==> src/rtl/seg7_pkg.sv <==
// rtl/seg7_pkg.sv - segment types, digit patterns and BCD decode function for the 7-segment driver
package seg7_pkg;

    localparam int SEG_WIDTH = 7;

    typedef logic [SEG_WIDTH-1:0] seg_t;

    // Bit order {a,b,c,d,e,f,g}, active-high for a common-cathode display.
    localparam seg_t SEG_BLANK = 7'b0000000;
    localparam seg_t SEG_0     = 7'b1111110;
    localparam seg_t SEG_1     = 7'b0110000;
    localparam seg_t SEG_2     = 7'b1101101;
    localparam seg_t SEG_3     = 7'b1111001;
    localparam seg_t SEG_4     = 7'b0110011;
    localparam seg_t SEG_5     = 7'b1011011;
    localparam seg_t SEG_6     = 7'b1011111;
    localparam seg_t SEG_7     = 7'b1110000;
    localparam seg_t SEG_8     = 7'b1111111;
    localparam seg_t SEG_9     = 7'b1111011;

    function automatic seg_t bcd_to_seg(input logic [3:0] bcd);
        seg_t seg;
        case (bcd)
            4'd0:    seg = SEG_0;
            4'd1:    seg = SEG_1;
            4'd2:    seg = SEG_2;
            4'd3:    seg = SEG_3;
            4'd4:    seg = SEG_4;
            4'd5:    seg = SEG_5;
            4'd6:    seg = SEG_6;
            4'd7:    seg = SEG_7;
            4'd8:    seg = SEG_8;
            4'd9:    seg = SEG_9;
            default: seg = SEG_BLANK;
        endcase
        return seg;
    endfunction

endpackage

==> src/rtl/seg7_digit_decode.sv <==
// rtl/seg7_digit_decode.sv - combinational decode of one BCD nibble plus decimal point to segments
module seg7_digit_decode
    import seg7_pkg::*;
(
    input  logic [3:0] nibble,
    input  logic       point,
    input  logic       suppress,
    output seg_t       seg,
    output logic       dp
);

    always_comb begin
        seg = suppress ? SEG_BLANK : bcd_to_seg(nibble);
        dp  = point;
    end

endmodule

==> src/rtl/seg7_scan_driver.sv <==
// rtl/seg7_scan_driver.sv - multiplexed N-digit BCD display driver with frame-aligned double buffer; SEG7_LZS_EN adds leading-zero suppression
module seg7_scan_driver
    import seg7_pkg::*;
#(
    parameter int NUM_DIGITS = 4,
    parameter int SCAN_DIV   = 1000
) (
    input  logic                    clk_i,
    input  logic                    rst_ni,
    input  logic                    upd_valid_i,
    output logic                    upd_ready_o,
    input  logic [4*NUM_DIGITS-1:0] bcd_i,
    input  logic [NUM_DIGITS-1:0]   dp_i,
    input  logic                    blank_i,
    output logic [SEG_WIDTH-1:0]    seg_o,
    output logic                    dp_o,
    output logic [NUM_DIGITS-1:0]   dig_o,
    output logic                    frame_o
);

    localparam int DIV_W = $clog2(SCAN_DIV);
    localparam int IDX_W = (NUM_DIGITS > 1) ? $clog2(NUM_DIGITS) : 1;
    localparam logic [DIV_W-1:0] DIV_LAST = DIV_W'(SCAN_DIV - 1);
    localparam logic [IDX_W-1:0] IDX_LAST = IDX_W'(NUM_DIGITS - 1);

    logic [DIV_W-1:0]        div_q;
    logic [IDX_W-1:0]        idx_q;
    logic [4*NUM_DIGITS-1:0] active_bcd_q;
    logic [NUM_DIGITS-1:0]   active_dp_q;
    logic [4*NUM_DIGITS-1:0] shadow_bcd_q;
    logic [NUM_DIGITS-1:0]   shadow_dp_q;
    logic                    pending_q;
    logic                    ready_q;
    seg_t                    seg_q;
    logic                    dp_q;
    logic [NUM_DIGITS-1:0]   dig_q;
    logic                    frame_q;

    logic                    digit_end;
    logic                    frame_end;
    logic                    xfer;
    logic                    pending_nxt;
    logic [3:0]              cur_nibble;
    logic                    cur_point;
    logic                    suppress;
    logic [NUM_DIGITS-1:0]   onehot;
    seg_t                    dec_seg;
    logic                    dec_dp;

    always_comb begin
        digit_end  = (div_q == DIV_LAST);
        frame_end  = digit_end && (idx_q == IDX_LAST);
        xfer       = upd_valid_i && ready_q;
        cur_nibble = active_bcd_q[{idx_q, 2'b00} +: 4];
        cur_point  = active_dp_q[idx_q];
        onehot         = '0;
        onehot[idx_q]  = 1'b1;
        // A ready transfer implies nothing is pending, so commit and capture never collide.
        pending_nxt = pending_q;
        if (frame_end && pending_q) begin
            pending_nxt = 1'b0;
        end
        if (xfer) begin
            pending_nxt = 1'b1;
        end
    end

`ifdef SEG7_LZS_EN
    logic [NUM_DIGITS-1:0] lead_zero;

    // Walk from the most-significant digit down; any nonzero value or dp ends the run.
    always_comb begin
        logic run;
        run       = 1'b1;
        lead_zero = '0;
        for (int k = NUM_DIGITS - 1; k >= 0; k--) begin
            run          = run && (active_bcd_q[4*k +: 4] == 4'd0) && !active_dp_q[k];
            lead_zero[k] = run && (k != 0);
        end
        suppress = lead_zero[idx_q];
    end
`else
    assign suppress = 1'b0;
`endif

    seg7_digit_decode u_decode (
        .nibble   (cur_nibble),
        .point    (cur_point),
        .suppress (suppress),
        .seg      (dec_seg),
        .dp       (dec_dp)
    );

    always_ff @(posedge clk_i or negedge rst_ni) begin
        if (!rst_ni) begin
            div_q        <= '0;
            idx_q        <= '0;
            active_bcd_q <= '0;
            active_dp_q  <= '0;
            shadow_bcd_q <= '0;
            shadow_dp_q  <= '0;
            pending_q    <= 1'b0;
            ready_q      <= 1'b0;
            seg_q        <= SEG_BLANK;
            dp_q         <= 1'b0;
            dig_q        <= '0;
            frame_q      <= 1'b0;
        end else begin
            div_q <= digit_end ? '0 : div_q + 1'b1;
            if (digit_end) begin
                idx_q <= (idx_q == IDX_LAST) ? '0 : idx_q + 1'b1;
            end
            if (frame_end && pending_q) begin
                active_bcd_q <= shadow_bcd_q;
                active_dp_q  <= shadow_dp_q;
            end
            if (xfer) begin
                shadow_bcd_q <= bcd_i;
                shadow_dp_q  <= dp_i;
            end
            pending_q <= pending_nxt;
            ready_q   <= !pending_nxt;
            frame_q   <= frame_end;
            seg_q     <= blank_i ? SEG_BLANK : dec_seg;
            dp_q      <= blank_i ? 1'b0 : dec_dp;
            dig_q     <= blank_i ? '0 : onehot;
        end
    end

    assign upd_ready_o = ready_q;
    assign seg_o       = seg_q;
    assign dp_o        = dp_q;
    assign dig_o       = dig_q;
    assign frame_o     = frame_q;

endmodule

==> config.mk <==
export PLATFORM = sky130hd
export DESIGN_NAME = seg7_scan_driver
export DESIGN_NICKNAME = d
export VERILOG_FILES = /design/src/rtl/seg7_pkg.sv /design/src/rtl/seg7_digit_decode.sv /design/src/rtl/seg7_scan_driver.sv
export SDC_FILE = /design/constraint.sdc
export NUM_CORES = 1
export LEC_CHECK = 0
export BUFFER_PORTS_ARGS = -buffer_cell sky130_fd_sc_hd__buf_2
export CELL_PAD_IN_SITES_DETAIL_PLACEMENT = 1
export CELL_PAD_IN_SITES_GLOBAL_PLACEMENT = 2
export CORE_AREA = 3 3 87 89
export DETAILED_ROUTE_END_ITERATION = 8
export DIE_AREA = 0 0 90 92
export GPL_ROUTABILITY_DRIVEN = 0
export PLACE_DENSITY_LB_ADDON = 0.1
export SYNTH_ARGS = -nofsm -noshare
export SYNTH_HDL_FRONTEND = slang
export SYNTH_SLANG_ARGS = --single-unit
export TNS_END_PERCENT = 1
==> constraint.sdc <==
create_clock -name clk_i -period 3.85 [get_ports clk_i]
set_input_delay 0.1925 -clock clk_i [delete_from_list [all_inputs] [get_ports clk_i]]
set_output_delay 0.1925 -clock clk_i [all_outputs]
set_load 0.05 [all_outputs]
[Word-level counts from Yosys, hierarchy flattened]
Memory sizes are Yosys's and may differ from the RTL's.
Index checks and enable logic that the tools add are counted.
Word-level totals
  register bits: 67
  ROM bits: 112
  bits of input ports: 24
  logic and storage cells: 36
  memories: 1
Operators by class
  $add $sub $neg: 2
  $lt $le $gt $ge: 2
  equality and inequality tests: 2
  shift operators: 1
  muxes and demuxes: 11
  reduce and logical (&&, ||, !) cells: 5
Memory list
  (no name shown): words 16, bits a word 7, rd ports 1, clocked after memory_dff 0, wr ports 0, line seg7_pkg.sv:23  | case (bcd)
Operators with widths (number)
  $shiftx 16x5->4: 1
  $add 10x1->10 const B: 1
  $eq 10x10->1 const B: 1
  $mux 10: 1
  $mux 7: 1
  $mux 1: 5
  $logic_and 1x1->1: 4
  $mux 4: 1
  $lt 2x3->1 const B: 1
  $add 2x1->2 const B: 1
  $bmux 1 s2: 1
  $demux 1 s2: 1
  $eq 2x2->1 const B: 1
  $ge 2x1->1 const B: 1
  $mux 2: 1
  $logic_not 1->1: 1

[Longest topological paths before layout]
Gate-level depths: netlist of run 1.
  depth after elaboration: 6
  gate-level depth with buffers: 8

[By module]
A second synthesis of run 1 with hierarchy kept.
Second synthesis, totals
  cell total of the unflattened synthesis: 222
  area, all modules: 3014.1 sq um
Modules (own cells, without submodules)
  seg7_scan_driver: instances 1, cells each 190, area an instance 2776.4 sq um, seq. area each 1676.6 sq um
  seg7_digit_decode: instances 1, cells each 32, area an instance 237.7 sq um, seq. area each 0.0 sq um

[Least setup slack after synthesis of run 1]
OpenSTA, ideal clock, no wires.
  path type: register to register
  start: register div_q[3]
  end: register active_bcd_q[0]
  library setup time: 0.125 ns
  data arrival time: 1.767 ns
  data required time: 3.725 ns
  slack: 1.959 ns
  stages on the path, launching flop included: 6
  buffers on the path: 1
  period minus slack after synthesis: 1.891 ns
  cells stage by stage: dfrtp_1 > or3b_1 > nor4_4 > and3_1 > buf_6 > mux2_2
On the way
  longest elaborated chain between the ends: 3
Ends and longest elaborated chain
  start, declared: line seg7_scan_driver.sv:26  | logic [DIV_W-1:0] div_q;
  start signal, assigned: line seg7_scan_driver.sv:109  | div_q <= digit_end ? '0 : div_q + 1'b1;
  $eq 10x10->1: line seg7_scan_driver.sv:51  | digit_end = (div_q == DIV_LAST);
  $logic_and 1x1->1: line seg7_scan_driver.sv:52  | frame_end = digit_end && (idx_q == IDX_LAST);
  $logic_and 1x1->1: line seg7_scan_driver.sv:113  | if (frame_end && pending_q) begin
  end signal, assigned: line seg7_scan_driver.sv:114  | active_bcd_q <= shadow_bcd_q;
  end, declared: line seg7_scan_driver.sv:28  | logic [4*NUM_DIGITS-1:0] active_bcd_q;
No other way between the ends.
A chain may end at the register's enable or synchronous reset.

[Final worst setup path of run 1]
  start: register div_q[0]
  end: register active_bcd_q[8]
Same word-level chain as after synthesis.

==> results of run 1 <==
-- Yosys cell counts, types with 3 or more instances --
master and number:
a21oi_1 5, a22o_1 3, buf_6 3, clkbuf_1 4, dfrtp_1 67, ha_1 10, inv_1 10, mux2_2 39
mux4_1 3, nand2_1 8, nand3_1 4, nor2_1 13, nor2b_1 8, o21ai_0 9
-- through the flow --
step                      cell area [µm²]  setup slack [ns]  std cells  hold WS [ns]  total power [mW]
after floorplan                      2880              1.96        210        -0.103             0.890
after global placement               3150              1.42        338         0.334             0.937
after detailed placement             3150              1.37        338         0.349             0.946
after CTS                            3370              1.36        355        0.0598              1.58
after global routing                 3370              1.18        355        0.0693              1.63
final                                3370              1.39        355        0.0829              1.55
-- state kept, by name (all words and copies together), names as in the netlist --
| signal | count |
|---|---|
| active_bcd_q | 16 |
| dp_o | 1 |
| active_dp_q | 4 |
| div_q | 10 |
| shadow_dp_q | 4 |
| pending_q | 1 |
| dig_o | 4 |
| frame_o | 1 |
| shadow_bcd_q | 16 |
| seg_o | 7 |
| idx_q | 2 |
| upd_ready_o | 1 |
-- area by class of cell --
class,instances,area (µm²),area share
clock buffers,11,131,0.0390
repair buffers,40,210,0.0624
clock inverters,5,77.6,0.0230
well taps,96,120,0.0356
inverters,10,37.5,0.0111
multi-input cells,126,1120,0.331
flip-flops and latches,67,1680,0.497
-- logic make-up after synthesis --
logic type                 count (synthesis)  share of synthesized area
xor gates and xnor gates                   4                     0.0122
and+or+nand+nor                           44                     0.0817
AOI/OAI and AO/OA                         21                     0.0443
buffers and inverters                     17                     0.0300
muxes                                     47                      0.206
DFF                                       67                      0.582
adders and majority gates                 10                     0.0434
-- routing by layer --
metal,track usage,vias up,part of all wire
met5,0,-,0
met3,0.0295,10,0.038
met1,0.171,847,0.48
li1,-,821,-
met4,0.0880,0,0.025
met2,0.216,33,0.45
-- power by group through the flow --
stage | clock network (mW) | registers [mW] | logic, mW
after global routing | 0.676 | 0.820 | 0.136
after global placement | 0 | 0.819 | 0.118
after detailed placement | 0 | 0.823 | 0.123
after CTS | 0.647 | 0.809 | 0.124
final | 0.620 | 0.808 | 0.120
after floorplan | 0 | 0.823 | 0.0669
-- critical path: cells and delay by family (launching register included) --
kind	cells	cell delay (ns)
fa+ha+maj	1	0.24
mux	1	0.37
simple gates	3	1.06
buf+inv	1	0.27
flops	1	0.39
-- worst paths after layout --
kind | startpoint | to
worst max-delay path | div_q[0] | active_bcd_q[8]
worst min register to register | div_q[0] | div_q[0]
worst max register to register | div_q[0] | active_bcd_q[8]
max in group asynchronous | rst_ni | shadow_bcd_q[3]
min in group asynchronous | rst_ni | div_q[9]
worst min-delay path | bcd_i[7] | shadow_bcd_q[7]
==> flow_summary.toml, run 1 <==
[finish]
layout_common_cells = "67 x dfrtp_1, 39 x mux2_2, 37 x buf_2"
fin_nets = 288
drive_gt1_frac = 0.371
n_antenna_cell = 0
areaGrowthSynthToFinish_pct = 17.0
utilization = 0.493
fillers = 730
layout_commonest_cell = "dfrtp_1"

[job]
drv_cap = 0

[clock_network]
cts-root-buf = "clkbuf_8"
clkLatencyLatePin_ns = 0.33
cts.hold.buffers_added = 1
clkTransAtPathRegs_ns = 0.07
cts_made_buffers = 9
cts_tree = "yes"
cts_max_level = 3
cts_num_sinks = 67
cts-resized-gates = 0
post-cts-setup-buffers = 0
cts_buffer_depth = 2

[worst_setup_path]
crit_slowest_cell = "nor4_4"
reg2regPathDepth = 6
worst_setup_path_start_kind = "flip-flop"
cp_cell_sequence = "ha_1, nand3_1, nor4_4, and3_1, buf_4, mux2_2"
rrSetupSlack_ns = 1.39
crit_required_ns = 4.07
slowest_delay_ns = 0.62
worstPathArrival_ns = 2.67
end_kind = "flip-flop"
critPathKind = "reg -> reg"
crit_fanout = 20

[logic_synthesis]
synth.top_cells.by_area = "dfrtp_1 58%, mux2_2 15%, ha_1 4.3%"
yosysTopAreaCellShare = 0.582
netlist.top_cell.by_area = "dfrtp_1"
async_flop_share = 1.00
ys.flop_type = "dfrtp_1"
ys_ff_latch = 67
synth_edf_count = 0
synth_area_mm2 = 0.00288
synth_cell_type_count = 30
synth_fp_nets = 244
yosys_warnings = 0
syn_avg_cell_area_um2 = 13.7
syn_inst = 210
yosysSeqAreaShare = 0.582

[routing]
wl_mm = 4.97
dr.pass1.iters = 3
vias_per_cell = 4.82
wl_per_cell_um = 14.0
drc_errors = 0
drtIter0Drc = 45
vias = 1711
postRouteAntennaNets = 0

[power_and_ir_drop]
seq_power_share = 0.522
power.switching_mw = 0.349
power_frac_comb = 0.077
powerDensity_mw_per_mm2 = 459
irDropWorstVdd_mv = 0.260
p_leak_nw = 1.64
p_clk_frac = 0.401
swShare = 0.225
internal_power_mw = 1.20

[sta]
max_freq_mhz = 407
fin_skew_ns = 0.00466
fin_crit_sh = 0.638
period_minus_slack_ns = 2.46
setup_viol = 0
tightest_slew_ns = 0.869
slew_headroom = 0.419
hold_viol = 0
rsz0062_at_grt = "no"
slew_viol_final = 0
tns_ns = 0

[status]
status = "finished clean"

[global_route]
antenna_found_initial = 0
grt_pass1_wl_mm = 8.74
grt.overflow.total = 0
grt_usage = 0.137
grt_pass1_vias = 1801
grt_max_degree = 38

[floorplan]
die_w_um = 90
fp.dieH_um = 92
row_count = 30
io_pins = 38
core_mm2 = 0.00683
dieArea_mm2 = 0.00828
initial_core_util = 0.422

[placement]
numPortBuffers = 37
place_hpwl_mm = 3.51

[hold_path]
holdPathStages = 2
hold_path.class = "in -> reg"
Note: power is estimated with default switching activity, not from simulation.
==> run 2, diff against run 1 <==
--- a/config.mk
+++ b/config.mk
@@ -8,9 +8,9 @@
 export BUFFER_PORTS_ARGS = -buffer_cell sky130_fd_sc_hd__buf_2
 export CELL_PAD_IN_SITES_DETAIL_PLACEMENT = 1
 export CELL_PAD_IN_SITES_GLOBAL_PLACEMENT = 2
-export CORE_AREA = 3 3 87 89
+export CORE_AREA = 3 3 90 92
 export DETAILED_ROUTE_END_ITERATION = 8
-export DIE_AREA = 0 0 90 92
+export DIE_AREA = 0 0 93 95
 export GPL_ROUTABILITY_DRIVEN = 0
 export PLACE_DENSITY_LB_ADDON = 0.1
 export SYNTH_ARGS = -nofsm -noshare
==> constraint.sdc (replaced) <==
create_clock -name clk_i -period 2.3 [get_ports clk_i]
set_input_delay 0.115 -clock clk_i [delete_from_list [all_inputs] [get_ports clk_i]]
set_output_delay 0.115 -clock clk_i [all_outputs]
set_load 0.05 [all_outputs]
==> run 2 against run 1 <==
Setup slack got worse by 1.1 ns; routed wire length rose by 7.0%; first-iteration DRC count fell by 8.9%; sequential share of layout area fell by 3.0 points; critical path depth did not move; final area rose by 6.3%; hold slack got worse by 0.069 ns; critical endpoint is now active_bcd_q[6].
==> flow_summary.toml, run 2 (synthesis results as in run 1) <==
[sta]
tns_ns = 0
slew_headroom = 0.657
tightest_slew_ns = 0.514
timing.hold.ws_ns = 0.0137
fin_crit_sh = 0.892
hold_viol = 0
rsz0062_at_grt = "no"
setup_viol = 0
slew_viol_final = 0
max_freq_mhz = 488
fin_skew_ns = 0.00686
period_minus_slack_ns = 2.05

[routing]
vias_per_cell = 4.70
drc_errors = 0
vias = 1773
dr.pass1.iters = 3
drtIter0Drc = 41
wl_per_cell_um = 14.1
postRouteAntennaNets = 0
wl_mm = 5.31

[worst_setup_path]
rr_endpoint = "active_bcd_q[6]"
crit_path_start = "div_q[0]"
rr_startpoint = "div_q[0]"
worst_setup_path_start_kind = "flip-flop"
reg2regPathDepth = 6
crit_required_ns = 2.51
end_kind = "flip-flop"
rrSetupSlack_ns = 0.25
cp-endpoint = "active_bcd_q[6]"
worstPathArrival_ns = 2.27
crit_fanout = 20
critPathKind = "reg -> reg"

[finish]
drive_gt1_frac = 0.367
layout_common_cells = "67 x dfrtp_1, 39 x mux2_2, 37 x buf_2"
utilization = 0.491
fin_nets = 307
n_antenna_cell = 0
layout_commonest_cell = "dfrtp_1"
areaGrowthSynthToFinish_pct = 24.4
reg_top3 = "active_bcd_q (16), shadow_bcd_q (16), div_q (10)"
multi_input_area_mm2 = 0.00112
seq_area_mm2 = 0.00168
final_area_mm2 = 0.00358
fillers = 776

[global_route]
antenna_found_initial = 0
grt.overflow.total = 0
grt_pass1_vias = 1867
met3_usage = 0.0343
grt_max_degree = 26
met2_usage = 0.221
top_usage_layer = "met2"
met1_usage = 0.179
grt_pass1_wl_mm = 9.31
grt_usage = 0.139

[clock_network]
clkTransAtPathRegs_ns = 0.07
cts_tree = "yes"
cts-resized-gates = 0
post-cts-setup-buffers = 0
cts_made_buffers = 9
cts_max_level = 3
clkLatencyLatePin_ns = 0.33
cts_num_sinks = 67
cts_buffer_depth = 2
cts-root-buf = "clkbuf_8"
cts.hold.buffers_added = 15

[job]
drv_cap = 0

[placement]
place_hpwl_mm = 3.74
numPortBuffers = 37
placed_cell_area_mm2 = 0.00321

[floorplan]
initial_core_util = 0.395
row_count = 31
core_mm2 = 0.00729
dieArea_mm2 = 0.00884
die_w_um = 93
fp.dieH_um = 95
io_pins = 38

[hold_path]
hold_start = "bcd_i[4]"
hold_path.class = "in -> reg"

[status]
status = "finished clean"

[power_and_ir_drop]
total_power_mw = 2.67
powerDensity_mw_per_mm2 = 746
p_leak_nw = 1.73
irDropWorstVdd_mv = 0.357
-- run 2: worst min-delay path by stage --
stage	to	slack [ns]	cells after the start
after global placement	div_q[8]	0.12	1
final	shadow_bcd_q[4]	0.01	2
after detailed placement	div_q[9]	0.12	1
after floorplan	active_bcd_q[0]	-0.18	0
after CTS	shadow_bcd_q[4]	0.0003	2
after global routing	shadow_bcd_q[4]	0.001	2
-- run 2: area by class of cell --
type,instances,area share
Sequential cell,67,0.468
Multi-Input combinational cell,126,0.312
Inverter,10,0.0105
Timing Repair Buffer,59,0.112
Clock inverter,4,0.0203
Clock buffer,12,0.0433
Tap cell,99,0.0346
-- run 2: worst max-delay path: stages (launching register included) --
cell and delay [ns]:
dfrtp_1 0.40, ha_1 0.26, nand3_1 0.20, nor4_4 0.31, and3_1 0.24, buf_12 0.17
mux2_2 0.35
-- run 2: power by group --
group / switching (mW) / internal, mW
sequential: 0.0582 / 1.29
combinational: 0.0974 / 0.124
clock: 0.432 / 0.669
-- run 2: metrics by stage --
| step | std cells | setup WS, ns |
|---|---|---|
| finish | 377 | 0.249 |
| global route | 377 | 0.102 |
| CTS | 377 | 0.215 |
| detailed placement | 346 | 0.257 |
| global placement | 346 | 0.277 |
| floorplan | 210 | 0.409 |
-- run 2: per-layer routing --
metal,vias to the layer above,wire length [µm]
li1,849,-
met1,880,2490
met2,36,2530
met3,8,188
met4,0,104
met5,-,0
